[src/rtl/vending_pkg.sv]
// Shared definitions for the multi-product vending machine: coin encoding,
// FSM state encoding and the coin helper functions.
package vending_pkg;

    localparam logic [1:0] COIN_1  = 2'b00;
    localparam logic [1:0] COIN_2  = 2'b01;
    localparam logic [1:0] COIN_5  = 2'b10;
    localparam logic [1:0] COIN_10 = 2'b11;

    typedef enum logic [2:0] {
        S_IDLE,
        S_SELECT,
        S_COLLECT,
        S_VEND,
        S_CHANGE,
        S_DONE
    } state_t;

    // Face value of a coin code.
    function automatic logic [3:0] coin_value(input logic [1:0] code);
        case (code)
            COIN_1:  return 4'd1;
            COIN_2:  return 4'd2;
            COIN_5:  return 4'd5;
            default: return 4'd10;
        endcase
    endfunction

    // Largest coin not exceeding the amount still owed.
    function automatic logic [1:0] greedy_coin(input int unsigned remaining);
        if (remaining >= 10)
            return COIN_10;
        else if (remaining >= 5)
            return COIN_5;
        else if (remaining >= 2)
            return COIN_2;
        else
            return COIN_1;
    endfunction

endpackage

[src/rtl/vm_change_dispenser.sv]
// Serial change dispenser: loaded with an amount, it emits one greedy coin
// per cycle (first coin in the cycle after the load) until nothing is owed.
module vm_change_dispenser
    import vending_pkg::*;
#(
    parameter int W = 6
) (
    input  logic         clk,
    input  logic         rst,
    input  logic         load,
    input  logic [W-1:0] load_value,
    output logic         change_valid,
    output logic [1:0]   change_coin,
    output logic [W-1:0] remaining,
    output logic         empty
);

    logic [W-1:0] remaining_reg;
    logic         change_valid_reg;
    logic [1:0]   change_coin_reg;

    logic [W-1:0] src_amount;
    logic [1:0]   next_coin;
    logic [W-1:0] next_value;

    // Pick the next coin from either the freshly loaded amount or what is still owed.
    always_comb begin
        src_amount = load ? load_value : remaining_reg;
        next_coin  = greedy_coin(32'(src_amount));
        next_value = W'(coin_value(next_coin));
    end

    // Emit one coin per cycle while an amount is owed; idle outputs are zero.
    always_ff @(posedge clk) begin
        if (!rst) begin
            remaining_reg    <= '0;
            change_valid_reg <= 1'b0;
            change_coin_reg  <= 2'b00;
        end else if (load || remaining_reg != '0) begin
            change_valid_reg <= 1'b1;
            change_coin_reg  <= next_coin;
            remaining_reg    <= src_amount - next_value;
        end else begin
            change_valid_reg <= 1'b0;
            change_coin_reg  <= 2'b00;
        end
    end

    assign change_valid = change_valid_reg;
    assign change_coin  = change_coin_reg;
    assign remaining    = remaining_reg;
    assign empty        = (remaining_reg == '0);

endmodule

[src/rtl/vending_machine_multi.sv]
// Multi-product vending controller: selection with stock check, coin
// collection, one-cycle vend, serial greedy change, cancel/refund, restock.
module vending_machine_multi
    import vending_pkg::*;
#(
    parameter int NUM_PRODUCTS = 4,
    parameter int PRICE_W      = 5,
    parameter logic [NUM_PRODUCTS*PRICE_W-1:0] PRICES = {5'd7, 5'd5, 5'd3, 5'd2},
    parameter int STOCK_W      = 4,
    parameter int INIT_STOCK   = 3,
    localparam int SEL_W       = $clog2(NUM_PRODUCTS),
    localparam int CREDIT_W    = PRICE_W + 1
) (
    input  logic                    clk,
    input  logic                    rst,
    input  logic                    start,
    input  logic                    sel_valid,
    input  logic [SEL_W-1:0]        sel,
    input  logic                    coin_valid,
    input  logic [1:0]              coin,
    input  logic                    cancel,
    input  logic                    restock,
    output logic                    busy,
    output logic [CREDIT_W-1:0]     credit,
    output logic                    product_valid,
    output logic [SEL_W-1:0]        product_id,
    output logic                    change_valid,
    output logic [1:0]              change_coin,
    output logic                    done,
    output logic                    err,
    output logic [NUM_PRODUCTS-1:0] sold_out
);

    state_t              state_reg;
    logic [CREDIT_W-1:0] credit_reg;
    logic [SEL_W-1:0]    sel_reg;
    logic [PRICE_W-1:0]  price_reg;
    logic                product_valid_reg;
    logic [SEL_W-1:0]    product_id_reg;
    logic                done_reg;
    logic                err_reg;

    logic [CREDIT_W-1:0] coin_credit;
    logic [CREDIT_W-1:0] collect_total;
    logic [CREDIT_W-1:0] vend_change;
    logic [PRICE_W-1:0]  sel_price;
    logic                sel_ok;
    logic                disp_load;
    logic [CREDIT_W-1:0] disp_value;
    logic [CREDIT_W-1:0] disp_remaining;
    logic                disp_empty;

    // Per-product stock counters; selection guarantees a counter is nonzero before it decrements.
    for (genvar gi = 0; gi < NUM_PRODUCTS; gi++) begin : g_stock
        logic [STOCK_W-1:0] stock_reg;

        always_ff @(posedge clk) begin
            if (!rst)
                stock_reg <= STOCK_W'(INIT_STOCK);
            else if (state_reg == S_IDLE && restock && !start)
                stock_reg <= STOCK_W'(INIT_STOCK);
            else if (state_reg == S_VEND && sel_reg == SEL_W'(gi))
                stock_reg <= stock_reg - 1'b1;
        end

        assign sold_out[gi] = (stock_reg == '0);
    end

    // Credit arithmetic, selection validity and change-dispenser load requests.
    always_comb begin
        coin_credit   = credit_reg + CREDIT_W'(coin_value(coin));
        collect_total = coin_valid ? coin_credit : credit_reg;
        vend_change   = credit_reg - CREDIT_W'(price_reg);
        sel_price     = PRICES[int'(sel)*PRICE_W +: PRICE_W];
        sel_ok        = (int'(sel) < NUM_PRODUCTS) && !sold_out[sel];
        disp_load     = 1'b0;
        disp_value    = '0;
        if (state_reg == S_COLLECT && cancel && collect_total != '0) begin
            disp_load  = 1'b1;
            disp_value = collect_total;
        end else if (state_reg == S_VEND && vend_change != '0) begin
            disp_load  = 1'b1;
            disp_value = vend_change;
        end
    end

    // Transaction FSM with registered strobes (all strobes default low each cycle).
    always_ff @(posedge clk) begin
        if (!rst) begin
            state_reg         <= S_IDLE;
            credit_reg        <= '0;
            sel_reg           <= '0;
            price_reg         <= '0;
            product_valid_reg <= 1'b0;
            product_id_reg    <= '0;
            done_reg          <= 1'b0;
            err_reg           <= 1'b0;
        end else begin
            product_valid_reg <= 1'b0;
            product_id_reg    <= '0;
            done_reg          <= 1'b0;
            err_reg           <= 1'b0;
            case (state_reg)
                S_IDLE: begin
                    if (start)
                        state_reg <= S_SELECT;
                end
                S_SELECT: begin
                    if (cancel) begin
                        state_reg <= S_DONE;
                        done_reg  <= 1'b1;
                    end else if (sel_valid) begin
                        if (sel_ok) begin
                            sel_reg   <= sel;
                            price_reg <= sel_price;
                            state_reg <= S_COLLECT;
                        end else begin
                            err_reg <= 1'b1;
                        end
                    end
                end
                S_COLLECT: begin
                    if (cancel) begin
                        // Refund goes through the dispenser; nothing to refund goes straight to DONE.
                        credit_reg <= '0;
                        if (collect_total != '0) begin
                            state_reg <= S_CHANGE;
                        end else begin
                            state_reg <= S_DONE;
                            done_reg  <= 1'b1;
                        end
                    end else if (coin_valid) begin
                        credit_reg <= coin_credit;
                        if (coin_credit >= CREDIT_W'(price_reg)) begin
                            state_reg         <= S_VEND;
                            product_valid_reg <= 1'b1;
                            product_id_reg    <= sel_reg;
                        end
                    end
                end
                S_VEND: begin
                    credit_reg <= '0;
                    if (vend_change != '0) begin
                        state_reg <= S_CHANGE;
                    end else begin
                        state_reg <= S_DONE;
                        done_reg  <= 1'b1;
                    end
                end
                S_CHANGE: begin
                    if (disp_empty) begin
                        state_reg <= S_DONE;
                        done_reg  <= 1'b1;
                    end
                end
                default: begin
                    credit_reg <= '0;
                    state_reg  <= S_IDLE;
                end
            endcase
        end
    end

    vm_change_dispenser #(
        .W (CREDIT_W)
    ) u_change (
        .clk          (clk),
        .rst          (rst),
        .load         (disp_load),
        .load_value   (disp_value),
        .change_valid (change_valid),
        .change_coin  (change_coin),
        .remaining    (disp_remaining),
        .empty        (disp_empty)
    );

    assign busy          = (state_reg != S_IDLE);
    assign credit        = (state_reg == S_CHANGE) ? disp_remaining : credit_reg;
    assign product_valid = product_valid_reg;
    assign product_id    = product_id_reg;
    assign done          = done_reg;
    assign err           = err_reg;

endmodule

[config.mk]
export PLATFORM = sky130hd
export DESIGN_NAME = vending_machine_multi
export DESIGN_NICKNAME = d
export VERILOG_FILES = /design/src/rtl/vending_pkg.sv /design/src/rtl/vm_change_dispenser.sv /design/src/rtl/vending_machine_multi.sv
export SDC_FILE = /design/constraint.sdc
export NUM_CORES = 1
export LEC_CHECK = 0
export ABC_CLOCK_PERIOD_IN_PS = 6100
export CORE_UTILIZATION = 45
export CTS_BUF_LIST = sky130_fd_sc_hd__clkbuf_2 sky130_fd_sc_hd__clkbuf_4 sky130_fd_sc_hd__clkbuf_8
export DETAILED_ROUTE_END_ITERATION = 8
export PLACE_DENSITY = 0.71
export SKIP_LAST_GASP = 1
export SYNTH_ARGS = -nofsm -noshare
export SYNTH_HDL_FRONTEND = slang
export SYNTH_SLANG_ARGS = --single-unit
export TNS_END_PERCENT = 10
[constraint.sdc]
create_clock -name clk -period 6.1 [get_ports clk]
set_input_delay 0.915 -clock clk [delete_from_list [all_inputs] [get_ports clk]]
set_output_delay 0.915 -clock clk [all_outputs]
set_load 0.1 [all_outputs]
# Yosys cells after proc, flatten, opt, wreduce, memory -nomap -nowiden
# Index checks and enable logic that the tools add are counted.
# word_totals
output_inout_bits,19
n_memories,0
wordCells,122
input_bits,11
ramBits,0
register_bits,46
latch_bits,0
mem_bits_ro,0
# classes
bitwise_logic,8
reduce_logical,32
add_sub_neg,7
multipliers,1
eq_ne,17
order_cmp,5
shifts,1
mux,36
div_mod_pow,0
# op_table
op,n
two-way mux 6 bit,6
two-way mux 3 bit,8
case mux 4 bit (3 select lines),2
"variable part select 20 x 6 -> 5 bit, first input constant",1
nonzero test 6 bit,3
zero test 4 bit,4
"subtractor 4 x 1 -> 4 bit, second input constant",4
case mux 3 bit (5 select lines),1
two-way mux 1 bit,14
case mux 6 bit (2 select lines),1
logical AND 1 bit,9
"inequality test 3 bit, second input constant",3
"== test 2 bit, second input constant",4
inverter 1 bit,8
OR reduction 4 bit,2
adder 6 x 4 -> 6 bit,1
"== test 2 x 1 -> 1 bit, second input constant",3
"== test 3 x 2 -> 1 bit, second input constant",2
">= comparator 6 x 2 -> 1 bit, second input constant",1
">= comparator 6 x 3 -> 1 bit, second input constant",1
">= comparator 6 x 4 -> 1 bit, second input constant",1
>= comparator 6 x 5 -> 1 bit,1
zero test 2 bit,3
zero test 6 bit,1
21 further kinds,23

# Longest topological paths before layout
# Gate-level depths: netlist (run 1).
# logic_depth
ltp_word,15
ltp_mapped,19
mapped_depth_nobuf,19

# Hierarchy
# A second synthesis (run 1) with hierarchy kept.
# unflattened
cells_unflattened,343
area_unflattened_um2,2866.5
# modules_own_cells
mod,cells_each,area_each_um2,seq_area_each_um2,n_inst
vending_machine_multi,277,2298.5,680.7,1
vm_change_dispenser,66,568.0,180.2,1

# Worst setup path before layout (run 1)
# No wires, ideal clock.
# synth_timing
path_type,in2reg
start,in coin[0]
end,"reg u_change.remaining_reg[4], in the netlist u_change.remaining[4]"
required_time_ps,5975
setup_time_ps,125
arrival_ps,4541
stages,18
setup_slack_ps,1434
cell_sequence,inv_1 -> ha_1 -> fa_1 -> nor3b_1 -> a21oi_1 -> o31a_1 -> a21oi_2 -> mux2i_1 -> inv_1 -> o32ai_2 -> and2_1 -> ha_1 -> inv_1 -> fa_1 -> a21o_1 -> a21oi_1 -> xnor2_1 -> nor2_1
# synth_via
elab_chain_len,15
# synth_lines
element,line_no,text
from (decl),vending_machine_multi.sv:20,"input logic [1:0] coin,"
== test 2 bit (tied with other cells),vending_pkg.sv:21,case (code)
case mux 4 bit (3 select lines) (*),vending_pkg.sv:21,
adder 6 x 4 -> 6 bit (*),vending_machine_multi.sv:71,coin_credit = credit_reg + CREDIT_W'(coin_value(coin));
two-way mux 6 bit (*),--,
nonzero test 6 bit,vending_machine_multi.sv:78,if (state_reg == S_COLLECT && cancel && collect_total != '0) begin
logical AND 1 bit,vending_machine_multi.sv:78,
two-way mux 6 bit or two-way mux 1 bit (tied branches),vending_machine_multi.sv:78,
two-way mux 6 bit,vm_change_dispenser.sv:28,src_amount = load ? load_value : remaining_reg;
>= comparator 6 x 2 -> 1 bit,vending_pkg.sv:35,else if (remaining >= 2)
two-way mux 1 bit,vending_pkg.sv:35,
two-way mux 2 bit,vending_pkg.sv:33,else if (remaining >= 5)
two-way mux 2 bit,vending_pkg.sv:31,if (remaining >= 10)
== test 2 bit (tied with other cells),vending_pkg.sv:21,
case mux 4 bit (3 select lines),vending_pkg.sv:21,
subtractor 6 x 4 -> 6 bit,vm_change_dispenser.sv:42,remaining_reg <= src_amount - next_value;
to (signal assigned),vm_change_dispenser.sv:42,
to (decl),vm_change_dispenser.sv:18,logic [W-1:0] remaining_reg;
# Every way passes the cells marked *; elsewhere a longest branch is shown, timed or not.
# A chain may end at the register's enable or synchronous reset.

# Worst setup path in the final report (run 1)
# Same ends and word-level chain as after synthesis.

==> impl_metrics.py, run 1 <==
metrics = {
    "run_status": {
        "status": "finished with violations",
        "violations": "DRC",
    },
    "layout": {
        "final_core_util": 0.540,
        "num_antenna_cells": 0,
        "syn_to_final_growth_pct": 13.9,
        "instances_no_fill": 454,
        "largest_reg_flops": 16,
        "postLayoutCellArea_um2": 3490,
        "drive_gt1_frac": 0.0928,
        "num-nets-final": 408,
    },
    "synth": {
        "synthTopCellsByArea": "dfxtp_1 (28%), ha_1 (7.4%), xnor2_1 (4.6%), nor2_1 (3.2%), nand2_1 (2.9%)",
        "syn_inst": 354,
        "synthTopCellsByCount": "dfxtp_1 (43), nor2_1 (26), nand2_1 (24)",
        "yosysUniqueCellTypes": 66,
        "syn_nets": 386,
        "synth_warnings": 0,
        "synth_area_leader_cell": "dfxtp_1",
        "syn_area_um2": 3060,
        "ys.flop_type": "dfxtp_1",
        "synth_async_sr_flop_share": 0,
        "seq_area_frac_synth": 0.281,
        "synth_top_area_share": 0.281,
        "synth_edf_count": 0,
        "synth.avg_cell_area_um2": 8.65,
        "yosys_register_bits": 43,
        "synth_most_common_cell": "dfxtp_1",
    },
    "routing": {
        "ant_nets": 0,
        "dr.pass1.iters": 6,
        "wirelength_um": 6850,
        "first_iter_violations": 120,
        "vias": 2558,
        "viasPerCell": 5.63,
        "post_drt_wl_per_cell_um": 15.1,
        "drc_errors": 1,
    },
    "power_and_ir_drop": {
        "p_leak_nw": 1.48,
        "powerDensity_nw_per_um2": 286,
        "ir_drop_uv": 284,
        "power.total_mw": 0.996,
    },
    "clock_tree": {
        "cts_sinks": 43,
        "clk_latency_ns": 0.30,
        "clock_path_buffers": 2,
        "cts_made_buffers": 5,
        "cts_hold_repair.buffers": 0,
        "h-tree-depth": 2,
        "cts.repair_timing.setup_buffer_count": 0,
        "clk_pin_slew_ns": 0.08,
        "cts_tree": "done",
        "clk_root_buffer_cell": "clkbuf_8",
        "cts-resized-gates": 0,
    },
    "global_route": {
        "grt_pass1_wl_um": 11500,
        "grt_overflow": 0,
        "antenna_found_initial": 0,
        "grt_pass1_vias": 2356,
        "grt.total_usage": 0.202,
        "grt_max_degree": 20,
    },
    "critical_path": {
        "reg2regPathDepth": 18,
        "startpoint": "coin[0]",
        "worstSetupEndpoint": "u_change.remaining[4]$_SDFFE_PN0N_",
        "worstReg2RegEnd": "u_change.remaining[4]$_SDFFE_PN0N_",
        "crit_arrival_ns": 5.50,
        "required_ns": 6.28,
        "cp-end-kind": "flop",
        "start_kind": "primary input",
        "worstSetupPathType": "in -> reg",
        "crit_fanout": 7,
        "r2r_setup_slack_ns": 1.55,
        "r2r_start": "credit_reg[0]$_SDFFE_PN0N_",
    },
    "timing": {
        "slew_headroom": 0.301,
        "skew_ns": 0.00510,
        "period_share": 0.873,
        "rsz0062_at_grt": "no",
        "fin_setup_tns_ns": 0,
        "fmax_mhz": 188,
        "tightest_slew_ns": 1.05,
        "holdWs_ns": 0.500,
        "fin_crit_ns": 5.32,
        "hold_viol": 0,
        "fin_ws_ns": 0.776,
        "setup_violations": 0,
        "slew_violations": 0,
    },
    "floorplanning": {
        "die_x_um": 84.5,
        "die_area_um2": 7130,
        "start_util": 0.474,
        "io_pins": 30,
        "rows": 29,
        "core_area_um2": 6460,
        "die_h_um": 84.5,
    },
    "placement": {
        "dp_cells": 446,
        "port_buffers": 29,
        "place_area_um2": 3370,
        "gp_congestion": 0.983,
        "pre_cts_ws_ns": 0.461,
        "dp_hpwl_um": 5270,
    },
    "min_path": {
        "hold_path.class": "reg -> reg",
    },
    "flow_run": {
        "max-cap-violations": 0,
    },
}
power by group:
group / total (mW) / internal [mW] / switching, mW
sequential: 0.329 / 0.308 / 0.0204
clock: 0.222 / 0.122 / 0.100
combinational: 0.445 / 0.176 / 0.269
critical path: stages:
cell and delay, ns:
clkdlybuf4s50_1 0.57, inv_1 0.07, ha_1 0.24, fa_1 0.52
nor3b_1 0.28, a21oi_1 0.14, o31a_1 0.28, a21oi_2 0.32
mux2i_1 0.33, inv_1 0.14, o32ai_2 0.28, and2_1 0.25
ha_1 0.17, inv_1 0.07, fa_1 0.42, a21o_1 0.17
a21oi_1 0.17, xnor2_1 0.13, nor2_1 0.05
final cells by class:
cell class | instances | area, um^2
multi-input combinational | 274 | 2040
inverter | 23 | 86.3
clock inverter | 3 | 43.8
sequential | 43 | 861
fill | 620 | 2970
tap | 77 | 96.3
clock buffer | 5 | 68.8
timing repair buffer | 29 | 290
cells in the final DEF, fill, tap and decap left out, types with 9 or more instances in the layout:
cell,instances
nor2_1,26
nor3_1,9
nor2b_1,14
inv_1,23
a21oi_1,17
nand2_1,24
ha_1,18
clkdlybuf4s50_1,29
xnor2_1,16
dfxtp_1,43
cells by family (layout without fill, tap and decap cells):
kind of cell,after synthesis,in the layout,share of synthesized area
adder cells (fa/ha/maj),21,21,0.0932
buffers and inverters,37,60,0.0523
multiplexers,15,15,0.0597
XOR/XNOR,24,24,0.0711
AO/OA/AOI/OAI,85,85,0.214
AND/OR/NAND/NOR,129,129,0.228
flip-flops,43,43,0.281
worst min-delay path by stage:
stage,from,end,slack (ns),cells past startpoint
floorplan,price_reg[1]$_SDFFE_PN0P_,price_reg[1]$_SDFFE_PN0P_,0.47,1
global placement,price_reg[1]$_SDFFE_PN0P_,price_reg[1]$_SDFFE_PN0P_,0.48,1
detailed placement,price_reg[1]$_SDFFE_PN0P_,price_reg[1]$_SDFFE_PN0P_,0.49,1
CTS,price_reg[1]$_SDFFE_PN0P_,price_reg[1]$_SDFFE_PN0P_,0.50,1
global route,price_reg[1]$_SDFFE_PN0P_,price_reg[1]$_SDFFE_PN0P_,0.52,1
finish,price_reg[1]$_SDFFE_PN0P_,price_reg[1]$_SDFFE_PN0P_,0.50,1
per-layer routing:
layer / part of all wire / track usage / vias to the layer above
li1: - / - / 1301
met1: 0.50 / 0.289 / 1202
met2: 0.45 / 0.311 / 48
met3: 0.038 / 0.0354 / 7
met4: 0.012 / 0.0616 / 0
met5: 0 / 0 / -
(Power assumes the default switching activity.)
==> inputs of run 2 (changes only) <==
--- a/config.mk
+++ b/config.mk
@@ -9,6 +9,7 @@
 export CORE_UTILIZATION = 45
 export CTS_BUF_LIST = sky130_fd_sc_hd__clkbuf_2 sky130_fd_sc_hd__clkbuf_4 sky130_fd_sc_hd__clkbuf_8
 export DETAILED_ROUTE_END_ITERATION = 8
+export GPL_TIMING_DRIVEN = 0
 export PLACE_DENSITY = 0.71
 export SKIP_LAST_GASP = 1
 export SYNTH_ARGS = -nofsm -noshare
==> run 2 against run 1 <==
  * The run still ends with DRC left
  * Sequential power about the same
  * Clock skew increased by 0.0074 ns
  * Critical path depth unchanged
  * Global-route usage increased by 1.1 points
  * Clock-buffer cell count unchanged
  * Register-to-register slack got worse by 0.07 ns
  * Clock power increased by 5%
  * Flip-flop and latch count unchanged
  * Non-clock buffer count increased by 12
  * Core utilization increased by 0.83 points
  * Power increased by 2.3%
==> impl_metrics.py, run 2 (synthesis gave the netlist of run 1 again) <==
metrics = {
    "power_and_ir_drop": {
        "powerDensity_nw_per_um2": 288,
        "p_leak_nw": 1.52,
        "power.total_mw": 1.02,
        "ir_drop_uv": 425,
    },
    "routing": {
        "first_iter_violations": 217,
        "dr.pass1.iters": 6,
        "viasPerCell": 5.70,
        "ant_nets": 0,
        "vias": 2656,
        "post_drt_wl_per_cell_um": 15.5,
        "drc_errors": 1,
        "wirelength_um": 7220,
    },
    "critical_path": {
        "r2r_start": "credit_reg[0]$_SDFFE_PN0N_",
        "worstSetupPathType": "in -> reg",
        "crit_fanout": 7,
        "required_ns": 6.29,
        "crit_arrival_ns": 5.59,
        "startpoint": "coin[0]",
        "start_kind": "primary input",
        "cp-end-kind": "flop",
    },
    "clock_tree": {
        "cts_sinks": 43,
        "h-tree-depth": 2,
        "cts_hold_repair.buffers": 0,
        "clk_root_buffer_cell": "clkbuf_8",
        "cts.repair_timing.setup_buffer_count": 0,
        "clk_latency_ns": 0.31,
        "cts_made_buffers": 5,
        "cts-resized-gates": 0,
        "clock_path_buffers": 2,
        "cts_tree": "done",
        "clk_pin_slew_ns": 0.09,
    },
    "layout": {
        "instances_no_fill": 466,
        "layout_common_cells": "dfxtp_1 (43), clkdlybuf4s50_1 (27), nor2_1 (26), nand2_1 (24), inv_1 (23)",
        "num_antenna_cells": 0,
        "largest_reg_flops": 16,
        "num-nets-final": 420,
        "final_core_util": 0.548,
        "syn_to_final_growth_pct": 15.7,
        "drive_gt1_frac": 0.111,
        "final_common_cell": "dfxtp_1",
        "postLayoutCellArea_um2": 3540,
    },
    "flow_run": {
        "max-cap-violations": 0,
    },
    "timing": {
        "rsz0062_at_grt": "no",
        "setup_violations": 0,
        "slew_violations": 0,
        "holdWs_ns": 0.504,
        "skew_ns": 0.0125,
        "tightest_slew_ns": 1.14,
        "fin_crit_ns": 5.40,
        "slew_headroom": 0.241,
        "fin_ws_ns": 0.698,
        "fin_setup_tns_ns": 0,
        "period_share": 0.886,
        "fmax_mhz": 185,
        "hold_viol": 0,
    },
    "global_route": {
        "grt_max_degree": 15,
        "grt_pass1_wl_um": 12000,
        "grt_overflow": 0,
        "antenna_found_initial": 0,
        "grt.total_usage": 0.213,
        "grt_pass1_vias": 2549,
    },
    "run_status": {
        "violations": "DRC",
        "status": "finished with violations",
    },
    "placement": {
        "pre_cts_ws_ns": 0.383,
        "place_area_um2": 3430,
        "dp_cells": 458,
        "gp_congestion": 0.917,
        "port_buffers": 27,
        "dp_hpwl_um": 5450,
    },
    "min_path": {
        "hold_path.class": "reg -> reg",
        "min-delay-start": "price_reg[1]$_SDFFE_PN0P_",
    },
    "floorplanning": {
        "io_pins": 30,
        "die_x_um": 84.5,
        "die_h_um": 84.5,
        "rows": 29,
        "core_area_um2": 6460,
        "start_util": 0.474,
        "die_area_um2": 7130,
    },
}
## run 2: changes by cell type in the layout (fill, tap and decap cells not counted), sizes merged
cell,delta
clkbuf,+7
clkdlybuf4s50,-2
buf,+7
## run 2: layout make-up
| class | instances | area, um^2 |
|---|---|---|
| clock buffer | 5 | 68.8 |
| multi-input combinational | 274 | 2040 |
| buffer | 14 | 73.8 |
| timing repair buffer | 27 | 270 |
| tap | 77 | 96.3 |
| fill | 604 | 2920 |
| inverter | 23 | 86.3 |
| clock inverter | 3 | 43.8 |
| sequential | 43 | 861 |
## run 2: path summary, 6_finish.rpt
check                                       endpoint  slack (ns)  cells after the start
setup reg to reg  u_change.remaining[4]$_SDFFE_PN0N_        1.48                     18
hold / removal             price_reg[1]$_SDFFE_PN0P_        0.50                      1
hold reg to reg            price_reg[1]$_SDFFE_PN0P_        0.50                      1
setup / recovery  u_change.remaining[4]$_SDFFE_PN0N_        0.70                     19
## run 2: where the power goes
group          leakage (nW)  switching, mW  internal (mW)
Sequential            0.349         0.0185          0.308
Combinational          1.11          0.281          0.179
Clock                0.0581          0.110          0.122
Total                  1.52          0.410          0.609
## run 2: critical path, cell delays in order
cell             delay (ns)
clkdlybuf4s50_1        0.56
inv_1                  0.06
ha_1                   0.24
fa_1                   0.52
nor3b_1                0.29
a21oi_1                0.14
o31a_1                 0.28
a21oi_2                0.35
mux2i_1                0.33
inv_1                  0.14
o32ai_2                0.28
and2_1                 0.26
ha_1                   0.18
inv_1                  0.07
fa_1                   0.43
a21o_1                 0.18
a21oi_1                0.17
xnor2_1                0.13
nor2_1                 0.05
## run 2: routing by layer
| layer | vias to the layer above | routed length, um | global-route usage |
|---|---|---|---|
| li1 | 1332 | - | - |
| met1 | 1243 | 3450 | 0.279 |
| met2 | 66 | 3300 | 0.356 |
| met3 | 15 | 333 | 0.0393 |
| met4 | 0 | 136 | 0.0709 |
| met5 | - | 0 | 0 |
